## src/rtl/mem_port_arbiter_if.sv

```systemverilog
// mem_port_arbiter_if: bundles the fetch port, data port and shared memory
// port of mem_port_arbiter.
//   master modport : requester/memory side (drives *_req, addresses, write
//                    data and mem_rdata; observes ready/rdata and mem_*).
//   slave modport  : arbiter side (the mirror image).
interface mem_port_arbiter_if;
  localparam int unsigned DW = 32;

  // Instruction-fetch port
  logic          if_req;
  logic [DW-1:0] if_addr;
  logic          if_ready;
  logic [DW-1:0] if_rdata;

  // Data-cache port
  logic          d_req;
  logic          d_we;
  logic [DW-1:0] d_addr;
  logic [DW-1:0] d_wdata;
  logic          d_ready;
  logic [DW-1:0] d_rdata;

  // Shared memory port
  logic          mem_en;
  logic          mem_we;
  logic [DW-1:0] mem_addr;
  logic [DW-1:0] mem_wdata;
  logic [DW-1:0] mem_rdata;

  modport master (
    output if_req, if_addr, d_req, d_we, d_addr, d_wdata, mem_rdata,
    input  if_ready, if_rdata, d_ready, d_rdata,
           mem_en, mem_we, mem_addr, mem_wdata
  );

  modport slave (
    input  if_req, if_addr, d_req, d_we, d_addr, d_wdata, mem_rdata,
    output if_ready, if_rdata, d_ready, d_rdata,
           mem_en, mem_we, mem_addr, mem_wdata
  );
endinterface

```

## src/rtl/mem_port_arbiter.sv

```systemverilog
// mem_port_arbiter: shares one single-ported memory between an instruction
// fetch port and a data port. One access is in flight at a time; each
// access keeps the memory busy for MEM_LATENCY cycles, then the owner's
// ready pulses for one cycle (with read data captured for reads).
// Ports:
//   clk    : clock, rising edge
//   rst_b  : synchronous reset, active high
//   halted : blocks new grants (an in-flight access still completes)
//   busy   : high while an access is in flight
//   bus    : mem_port_arbiter_if.slave (fetch, data and memory ports)
// Parameter: MEM_LATENCY (1..15) memory busy cycles per access.
// Optional feature: define MEM_ARB_ROUND_ROBIN_EN to break ties toward the
// port not granted most recently; otherwise ties always go to data.
module mem_port_arbiter #(
  parameter int unsigned MEM_LATENCY = 4
) (
  input  logic                     clk,
  input  logic                     rst_b,
  input  logic                     halted,
  output logic                     busy,
  mem_port_arbiter_if.slave        bus
);

  localparam int unsigned DW = 32;
  localparam int unsigned CW = 4;

  localparam logic [1:0] IDLE    = 2'd0;
  localparam logic [1:0] IF_BUSY = 2'd1;
  localparam logic [1:0] D_BUSY  = 2'd2;

  logic [1:0]    state_q,     state_d;
  logic [CW-1:0] cnt_q,       cnt_d;
  logic [DW-1:0] addr_q,      addr_d;
  logic [DW-1:0] wdata_q,     wdata_d;
  logic          we_q,        we_d;
  logic [DW-1:0] if_rdata_q,  if_rdata_d;
  logic [DW-1:0] d_rdata_q,   d_rdata_d;
  logic          if_ready_q,  if_ready_d;
  logic          d_ready_q,   d_ready_d;
  logic          mem_en_q,    mem_en_d;
  logic          mem_we_q,    mem_we_d;
  logic [DW-1:0] mem_addr_q,  mem_addr_d;
  logic [DW-1:0] mem_wdata_q, mem_wdata_d;
  logic          busy_q,      busy_d;

  logic          if_elig;
  logic          d_elig;
  logic          pick_d;

`ifdef MEM_ARB_ROUND_ROBIN_EN
  // 0 = data granted most recently, 1 = fetch granted most recently
  logic          last_q, last_d;
`endif

  // A port whose ready is pulsing this cycle is not eligible, so a req still
  // held from the finished access is not granted a second time.
  assign if_elig = bus.if_req & ~if_ready_q;
  assign d_elig  = bus.d_req  & ~d_ready_q;

  // Winner selection when at least one port is eligible
`ifdef MEM_ARB_ROUND_ROBIN_EN
  assign pick_d = d_elig & (~if_elig | last_q);
`else
  assign pick_d = d_elig;
`endif

  // Next-state and output logic
  always_comb begin
    state_d    = state_q;
    cnt_d      = cnt_q;
    addr_d     = addr_q;
    wdata_d    = wdata_q;
    we_d       = we_q;
    if_rdata_d = if_rdata_q;
    d_rdata_d  = d_rdata_q;
    if_ready_d = 1'b0;
    d_ready_d  = 1'b0;
`ifdef MEM_ARB_ROUND_ROBIN_EN
    last_d     = last_q;
`endif

    case (state_q)
      IDLE: begin
        if (!halted && (if_elig || d_elig)) begin
          cnt_d = CW'(MEM_LATENCY - 1);
          if (pick_d) begin
            state_d = D_BUSY;
            addr_d  = bus.d_addr;
            wdata_d = bus.d_wdata;
            we_d    = bus.d_we;
`ifdef MEM_ARB_ROUND_ROBIN_EN
            last_d  = 1'b0;
`endif
          end else begin
            state_d = IF_BUSY;
            addr_d  = bus.if_addr;
            wdata_d = '0;
            we_d    = 1'b0;
`ifdef MEM_ARB_ROUND_ROBIN_EN
            last_d  = 1'b1;
`endif
          end
        end
      end
      IF_BUSY: begin
        if (cnt_q != '0) begin
          cnt_d = cnt_q - CW'(1);
        end else begin
          if_rdata_d = bus.mem_rdata;
          if_ready_d = 1'b1;
          state_d    = IDLE;
        end
      end
      D_BUSY: begin
        if (cnt_q != '0) begin
          cnt_d = cnt_q - CW'(1);
        end else begin
          if (!we_q) d_rdata_d = bus.mem_rdata;
          d_ready_d = 1'b1;
          state_d   = IDLE;
        end
      end
      default: state_d = IDLE;
    endcase

    // Memory port outputs follow the state being entered, so they are plain
    // registers yet line up with the BUSY cycles.
    busy_d      = (state_d != IDLE);
    mem_en_d    = busy_d;
    mem_we_d    = (state_d == D_BUSY) & we_d;
    mem_addr_d  = busy_d ? addr_d  : '0;
    mem_wdata_d = busy_d ? wdata_d : '0;
  end

  // State and output registers
  always_ff @(posedge clk) begin
    if (rst_b) begin
      state_q     <= IDLE;
      cnt_q       <= '0;
      addr_q      <= '0;
      wdata_q     <= '0;
      we_q        <= 1'b0;
      if_rdata_q  <= '0;
      d_rdata_q   <= '0;
      if_ready_q  <= 1'b0;
      d_ready_q   <= 1'b0;
      mem_en_q    <= 1'b0;
      mem_we_q    <= 1'b0;
      mem_addr_q  <= '0;
      mem_wdata_q <= '0;
      busy_q      <= 1'b0;
`ifdef MEM_ARB_ROUND_ROBIN_EN
      last_q      <= 1'b0;
`endif
    end else begin
      state_q     <= state_d;
      cnt_q       <= cnt_d;
      addr_q      <= addr_d;
      wdata_q     <= wdata_d;
      we_q        <= we_d;
      if_rdata_q  <= if_rdata_d;
      d_rdata_q   <= d_rdata_d;
      if_ready_q  <= if_ready_d;
      d_ready_q   <= d_ready_d;
      mem_en_q    <= mem_en_d;
      mem_we_q    <= mem_we_d;
      mem_addr_q  <= mem_addr_d;
      mem_wdata_q <= mem_wdata_d;
      busy_q      <= busy_d;
`ifdef MEM_ARB_ROUND_ROBIN_EN
      last_q      <= last_d;
`endif
    end
  end

  assign busy          = busy_q;
  assign bus.if_ready  = if_ready_q;
  assign bus.if_rdata  = if_rdata_q;
  assign bus.d_ready   = d_ready_q;
  assign bus.d_rdata   = d_rdata_q;
  assign bus.mem_en    = mem_en_q;
  assign bus.mem_we    = mem_we_q;
  assign bus.mem_addr  = mem_addr_q;
  assign bus.mem_wdata = mem_wdata_q;

endmodule

```

## src/flat_wrapper.sv

```systemverilog
// flat-port wrapper written by rule: the top's interface ports become plain ports
module mem_port_arbiter_flat 
#(
  parameter int unsigned MEM_LATENCY = 4
)
  (clk, rst_b, halted, busy, bus_if_req, bus_if_addr, bus_d_req, bus_d_we, bus_d_addr, bus_d_wdata, bus_mem_rdata, bus_if_ready, bus_if_rdata, bus_d_ready, bus_d_rdata, bus_mem_en, bus_mem_we, bus_mem_addr, bus_mem_wdata);
  mem_port_arbiter_if bus_i ();
  input  logic clk;
  input  logic rst_b;
  input  logic halted;
  output logic busy;
  input wire logic [$bits(bus_i.if_req)-1:0] bus_if_req;
  input wire logic [$bits(bus_i.if_addr)-1:0] bus_if_addr;
  input wire logic [$bits(bus_i.d_req)-1:0] bus_d_req;
  input wire logic [$bits(bus_i.d_we)-1:0] bus_d_we;
  input wire logic [$bits(bus_i.d_addr)-1:0] bus_d_addr;
  input wire logic [$bits(bus_i.d_wdata)-1:0] bus_d_wdata;
  input wire logic [$bits(bus_i.mem_rdata)-1:0] bus_mem_rdata;
  output wire logic [$bits(bus_i.if_ready)-1:0] bus_if_ready;
  output wire logic [$bits(bus_i.if_rdata)-1:0] bus_if_rdata;
  output wire logic [$bits(bus_i.d_ready)-1:0] bus_d_ready;
  output wire logic [$bits(bus_i.d_rdata)-1:0] bus_d_rdata;
  output wire logic [$bits(bus_i.mem_en)-1:0] bus_mem_en;
  output wire logic [$bits(bus_i.mem_we)-1:0] bus_mem_we;
  output wire logic [$bits(bus_i.mem_addr)-1:0] bus_mem_addr;
  output wire logic [$bits(bus_i.mem_wdata)-1:0] bus_mem_wdata;
  assign bus_i.if_req = bus_if_req;
  assign bus_i.if_addr = bus_if_addr;
  assign bus_i.d_req = bus_d_req;
  assign bus_i.d_we = bus_d_we;
  assign bus_i.d_addr = bus_d_addr;
  assign bus_i.d_wdata = bus_d_wdata;
  assign bus_i.mem_rdata = bus_mem_rdata;
  assign bus_if_ready = bus_i.if_ready;
  assign bus_if_rdata = bus_i.if_rdata;
  assign bus_d_ready = bus_i.d_ready;
  assign bus_d_rdata = bus_i.d_rdata;
  assign bus_mem_en = bus_i.mem_en;
  assign bus_mem_we = bus_i.mem_we;
  assign bus_mem_addr = bus_i.mem_addr;
  assign bus_mem_wdata = bus_i.mem_wdata;
  mem_port_arbiter #(.MEM_LATENCY(MEM_LATENCY)) u_core (.clk(clk), .rst_b(rst_b), .halted(halted), .busy(busy), .bus(bus_i));
endmodule
```

## config.mk

```make
export PLATFORM = sky130hd
export DESIGN_NAME = mem_port_arbiter_flat
export DESIGN_NICKNAME = d
export VERILOG_FILES = /design/src/rtl/mem_port_arbiter_if.sv /design/src/rtl/mem_port_arbiter.sv /design/src/flat_wrapper.sv
export SDC_FILE = /design/constraint.sdc
export NUM_CORES = 1
export LEC_CHECK = 0
export ABC_AREA = 1
export CAP_MARGIN = 20
export CORE_MARGIN = 10
export CORE_UTILIZATION = 44
export DETAILED_ROUTE_END_ITERATION = 10
export GPL_TIMING_DRIVEN = 0
export PLACE_DENSITY = 0.81
export SETUP_SLACK_MARGIN = 0.4
export SLEW_MARGIN = 20
export SYNTH_ARGS = -nofsm -noshare
export SYNTH_HDL_FRONTEND = slang
export SYNTH_SLANG_ARGS = --single-unit
```

## constraint.sdc

```tcl
create_clock -name clk -period 1.8 [get_ports clk]
set_input_delay 0.27 -clock clk [delete_from_list [all_inputs] [get_ports clk]]
set_output_delay 0.27 -clock clk [all_outputs]
set_load 0.01 [all_outputs]
```

; Word level (Yosys, flattened, before mapping)
; Cells that the tools add are included.
[totals]
register_bits = 203
inputBits = 134
elab_cells = 60
[classes]
n_addsub = 1
n_eq_ne = 5
muxes = 17
n_bitwise = 10
reduce_logical = 14
[ops]
columns = cell, count
row1 = $mux 32, 6
row2 = $mux 4, 2
row3 = $pmux 4 s2, 1
row4 = $reduce_or 2->1, 4
row5 = $not 1->1, 7
row6 = $mux 2, 3
row7 = $reduce_and 3->1, 2
row8 = $eq 2x2->1 const B, 2
row9 = $mux 1, 4
row10 = $ne 2x1->1 const B, 2
row11 = $pmux 2 s2, 1
row12 = $reduce_bool 2->1, 2
row13 = $reduce_bool 4->1, 1
row14 = $sub 4x1->4 const B, 1
row15 = $and 1x1->1, 3
row16 = $eq 2x1->1 const B, 1
row17 = $logic_not 2->1, 1
row18 = $reduce_and 2->1, 1
row19 = $logic_and 1x1->1, 1
row20 = $logic_not 1->1, 1
row21 = $logic_or 1x1->1, 1

; Depth between registers and ports, before layout
[logic_depth]
ltp_word = 9
mapped_depth = 11

; Least setup slack after synthesis
; Ideal clock, no wire load.
[synth_timing]
path_kind = register to register
start = register u_core.state_q[0]
end = register u_core.mem_wdata_q[10] (netlist: u_core.bus.mem_wdata[10])
arrival_time_ps = 1482
setup_slack_ps = 193
path_stages_with_launch = 11
path_buffers = 2
synth_period_minus_slack_ps = 1607
path_cell_list = dfxtp_1 > inv_1 > ha_1 > inv_1 > nor2_4 > nand2_1 > nand3_2 > nand2_2 > buf_4 > buf_6 > a21oi_2
[synth_via]
elab_chain_len = 6
word_cells_on_any_way = 11
cone_classes = eq/ne: 2 / mux: 4 / bitwise: 1 / reduce/logical: 4
[synth_lines]
columns = item, line_no
row1 = "start, declared", mem_port_arbiter.sv:31  ; logic [1:0] state_q, state_d;
row2 = "start signal, assigned", mem_port_arbiter.sv:156  ; state_q <= state_d;
row3 = $eq 2x1->1 / $eq 2x2->1 (equally long branches), mem_port_arbiter.sv:82  ; case (state_q)
row4 = $reduce_or 2->1 (no source line), -
row5 = $pmux 2 s2, mem_port_arbiter.sv:82
row6 = $reduce_bool 2->1, mem_port_arbiter.sv:128  ; busy_d = (state_d != IDLE);
row7 = $not 1->1 (no source line), -
row8 = $reduce_or 2->1 (no source line), -
row9 = "end signal, assigned", mem_port_arbiter.sv:168  ; mem_wdata_q <= mem_wdata_d;
row10 = "end, declared", mem_port_arbiter.sv:43  ; logic [DW-1:0] mem_wdata_q, mem_wdata_d;
; Parallel ways exist; a longest one is shown, timed or not.
; A chain may end at the register's enable or synchronous reset.

; Worst setup path after layout
[layout_timing]
start = register u_core.cnt_q[0]
end = register u_core.mem_wdata_q[26] (netlist: u_core.bus.mem_wdata[26])
[layout_via]
elab_chain_len = 6
[layout_lines]
columns = item, line_no
row1 = "start, declared", mem_port_arbiter.sv:32  ; logic [CW-1:0] cnt_q, cnt_d;
row2 = "start signal, assigned", mem_port_arbiter.sv:157  ; cnt_q <= cnt_d;
row3 = $reduce_bool 4->1, "mem_port_arbiter.sv:106, mem_port_arbiter.sv:115"
row4 = $mux 2, "mem_port_arbiter.sv:106, mem_port_arbiter.sv:115"
row5 = $pmux 2 s2, mem_port_arbiter.sv:82
row6 = $reduce_bool 2->1, mem_port_arbiter.sv:128
row7 = $not 1->1 (no source line), -
row8 = $reduce_or 2->1 (no source line), -
; No other way between the ends.

==> reports/qor.txt <==
P&R area growth vs syn = 84.8%
H-Tree Depth = 1
CTS tree = built
Synth Register Bits = 203
Worst EP arrival = 2.10 ns
Hold slack = 0.400 ns
Clock skew = 0.0205 ns
Worst-Margin Slew = 0.590 ns
Final hold violations = 0
Finish-stage setup viols = 0
Vias in the first global route = 7,349
Detailed-route DRC error count = 0
Final layout net count = 1,327
CP startpoint kind = flop
FMAX = 605 MHz
Syn Nets = 968
Max Cap Viol = 0
Largest net degree at the start of global routing = 14
Final Wtd Congestion = 0.856
Initial antenna violation count = 2
Max Root-Sink Buffers = 3
GR Overflow Total = 0
Placed instance area = 10,100 sq um
Dpl ws = -0.364 ns
Period utilization = 0.919
Max Slew Vio Count = 0
Core area = 15,900 sq um
Die area = 21,800 sq um
Tot GR Track Use = 0.230
RSZ-0062 raised after global routing = true
WL per Instance = 21.0 microns
TritonCTS Buffers = 22
Commonest non-fill, non-tap cell in the layout = dfxtp_1
Overall die width = 148 microns
Post-Syn Area per Cell = 8.63 sq um
Share of cells above drive strength 1 = 0.365
Worst-Skew Late Latency = 0.52 ns
Vias = 7,490
Setup TNS Final = 0 ns
Fin util = 0.832
Worst reg2reg path depth = 12
CP startpoint = u_core.cnt_q[0]
Final instance area = 13,200 sq um
Worst Setup End Kind = flop
Status = finished clean
Ys Warns = 0
Unique cell type count in the Yosys netlist = 22
Max_slew headroom = 0.607
PD cells = 900 nW/um^2
Peak VDD IR = 858 uV
Min Tclk post-route = 1.65 ns
Clk sinks = 203
Clock slew at reported path FFs = 0.06 ns
LEAKAGE = 6.23 nW
Hold crit path type = in2reg
Drt initial violations = 332
Fin worst setup slack = 0.146 ns
Routed WL = 29,800 microns
Post-route ant nets = 0
FILL cells = 845
Seq/Total Area, Yosys = 0.568
Synth Instances = 829
R2R setup slack = 0.15 ns
Vias per inst = 5.28
Die H = 148 microns
Starting Density = 0.450
Worst EP required = 2.24 ns
I/O Buffers = 266
Setup CP Type = reg2reg
Worst r2r dst = u_core.bus.mem_wdata[26]
I/O pin count = 267
Most frequent cells in the layout = dfxtp_1 (198), clkdlybuf4s50_1 (133), nand2_1 (100)
Root Buffer = clkbuf_16
Cell Area, Synth = 7150 sq um
CP endpoint = u_core.bus.mem_wdata[26]
CP Max Fanout = 5
RR Startpoint = u_core.cnt_q[0]
First-pass GRT wire length = 40,600 microns
Hold_buf cts = 0
TritonRoute pass-1 iters = 5
Num rows = 46
Post-DP HPWL = 17,200 microns
==> what timing repair did <==
action,in CTS,in global routing
cloned,15,11
pin swaps,28,44
gates resized for setup,395,293
buffers inserted,30,13
setup endpoints to repair,332,318
==> final cells by class <==
type	count	area, sq um	share of cell area
clock buffers	32	638	0.0483
diodes	1	2.50	0.000189
flip-flops and latches	203	4080	0.308
multi-input cells	515	3630	0.274
clock inverters	6	70.1	0.00530
repair buffers	331	3560	0.269
well taps	216	270	0.0204
plain buffers	60	754	0.0571
inverters	55	226	0.0171
==> cells by family (layout without fill, tap and decap cells) <==
kind of cell    count (synthesis)  in the layout  synth area share
other cells                     0              1                 0
xor+xnor                        1              1           0.00122
buf+inv                       115            484            0.0724
fa+ha+maj                       5              5           0.00874
simple gates                  277            281             0.159
flops                         203            203             0.568
compound gates                228            228             0.191
==> per-stage QoR <==
stage          power [mW]  instances
6_report             11.9       1419
5_1_grt              12.3       1419
4_1_cts              11.4       1394
3_5_place_dp         6.52       1311
3_3_place_gp         6.49       1311
2_1_floorplan        5.70        829
==> metal layers <==
metal | vias to the layer above | wire length, microns | GRT usage
met5 | - | 8 | 0
met3 | 75 | 2260 | 0.0693
met1 | 3611 | 11100 | 0.255
met4 | 2 | 1070 | 0.0897
li1 | 3480 | - | -
met2 | 322 | 15300 | 0.406
==> cell usage after synthesis <==
| library cell | n | area, sq um |
|---|---|---|
| dfxtp_1 | 203 | 4060 |
| nor2_1 | 75 | 282 |
| buf_2 | 12 | 60.1 |
| nand4_1 | 2 | 12.5 |
| nand2_1 | 152 | 571 |
| inv_2 | 2 | 7.51 |
| o21ai_0 | 34 | 170 |
| a21oi_2 | 38 | 333 |
| a21oi_1 | 124 | 621 |
| inv_1 | 53 | 199 |
| nand2_2 | 2 | 12.5 |
| nor2_4 | 2 | 22.5 |
| ha_1 | 5 | 62.6 |
| nand3_1 | 40 | 200 |
| buf_1 | 1 | 3.75 |
| xor2_1 | 1 | 8.76 |
| buf_4 | 3 | 22.5 |
| a22oi_1 | 32 | 240 |
| buf_6 | 8 | 90.1 |
| nand3b_1 | 1 | 7.51 |
| clkbuf_1 | 36 | 135 |
| nand3_2 | 3 | 30.0 |
==> critical path, cell delays in order (launching register included) <==
cell       delay (ns)
dfxtp_2          0.34
inv_2            0.05
ha_4             0.17
nand2_4          0.06
nor2_4           0.04
buf_12           0.13
nor2_4           0.10
nand2_2          0.07
nand3_4          0.09
nand2_8          0.09
clkbuf_16        0.18
buf_12           0.14
a21oi_2          0.12
==> sequential cells by signal (all words and copies together), names as in the netlist <==
register              count
u_core.state_q            2
u_core.bus.if_rdata      32
u_core.bus.mem_addr      32
u_core.busy               1
u_core.bus.if_ready       1
u_core.addr_q            32
u_core.wdata_q           32
u_core.bus.d_ready        1
u_core.bus.mem_we         1
u_core.cnt_q              4
u_core.bus.d_rdata       32
u_core.bus.mem_wdata     32
u_core.we_q               1
==> power breakdown <==
| group | total [mW] | switching [mW] | internal, mW |
|---|---|---|---|
| logic | 2.60 | 1.29 | 1.31 |
| registers | 4.84 | 0.112 | 4.73 |
| clock network | 4.45 | 1.85 | 2.61 |
==> worst min path at each step <==
| stage | to | depth (start not counted) | from |
|---|---|---|---|
| after floorplan | u_core.addr_q[10] | 2 | bus_if_addr[10] |
| after global placement | u_core.bus.d_rdata[9] | 2 | u_core.bus.d_rdata[9] |
| after CTS | u_core.bus.if_rdata[2] | 3 | bus_mem_rdata[2] |
| after detailed placement | u_core.bus.d_rdata[3] | 2 | u_core.bus.d_rdata[3] |
| final | u_core.bus.if_rdata[30] | 3 | bus_mem_rdata[30] |
| after global routing | u_core.bus.if_rdata[15] | 3 | bus_mem_rdata[15] |
(Power assumes the default switching activity.)
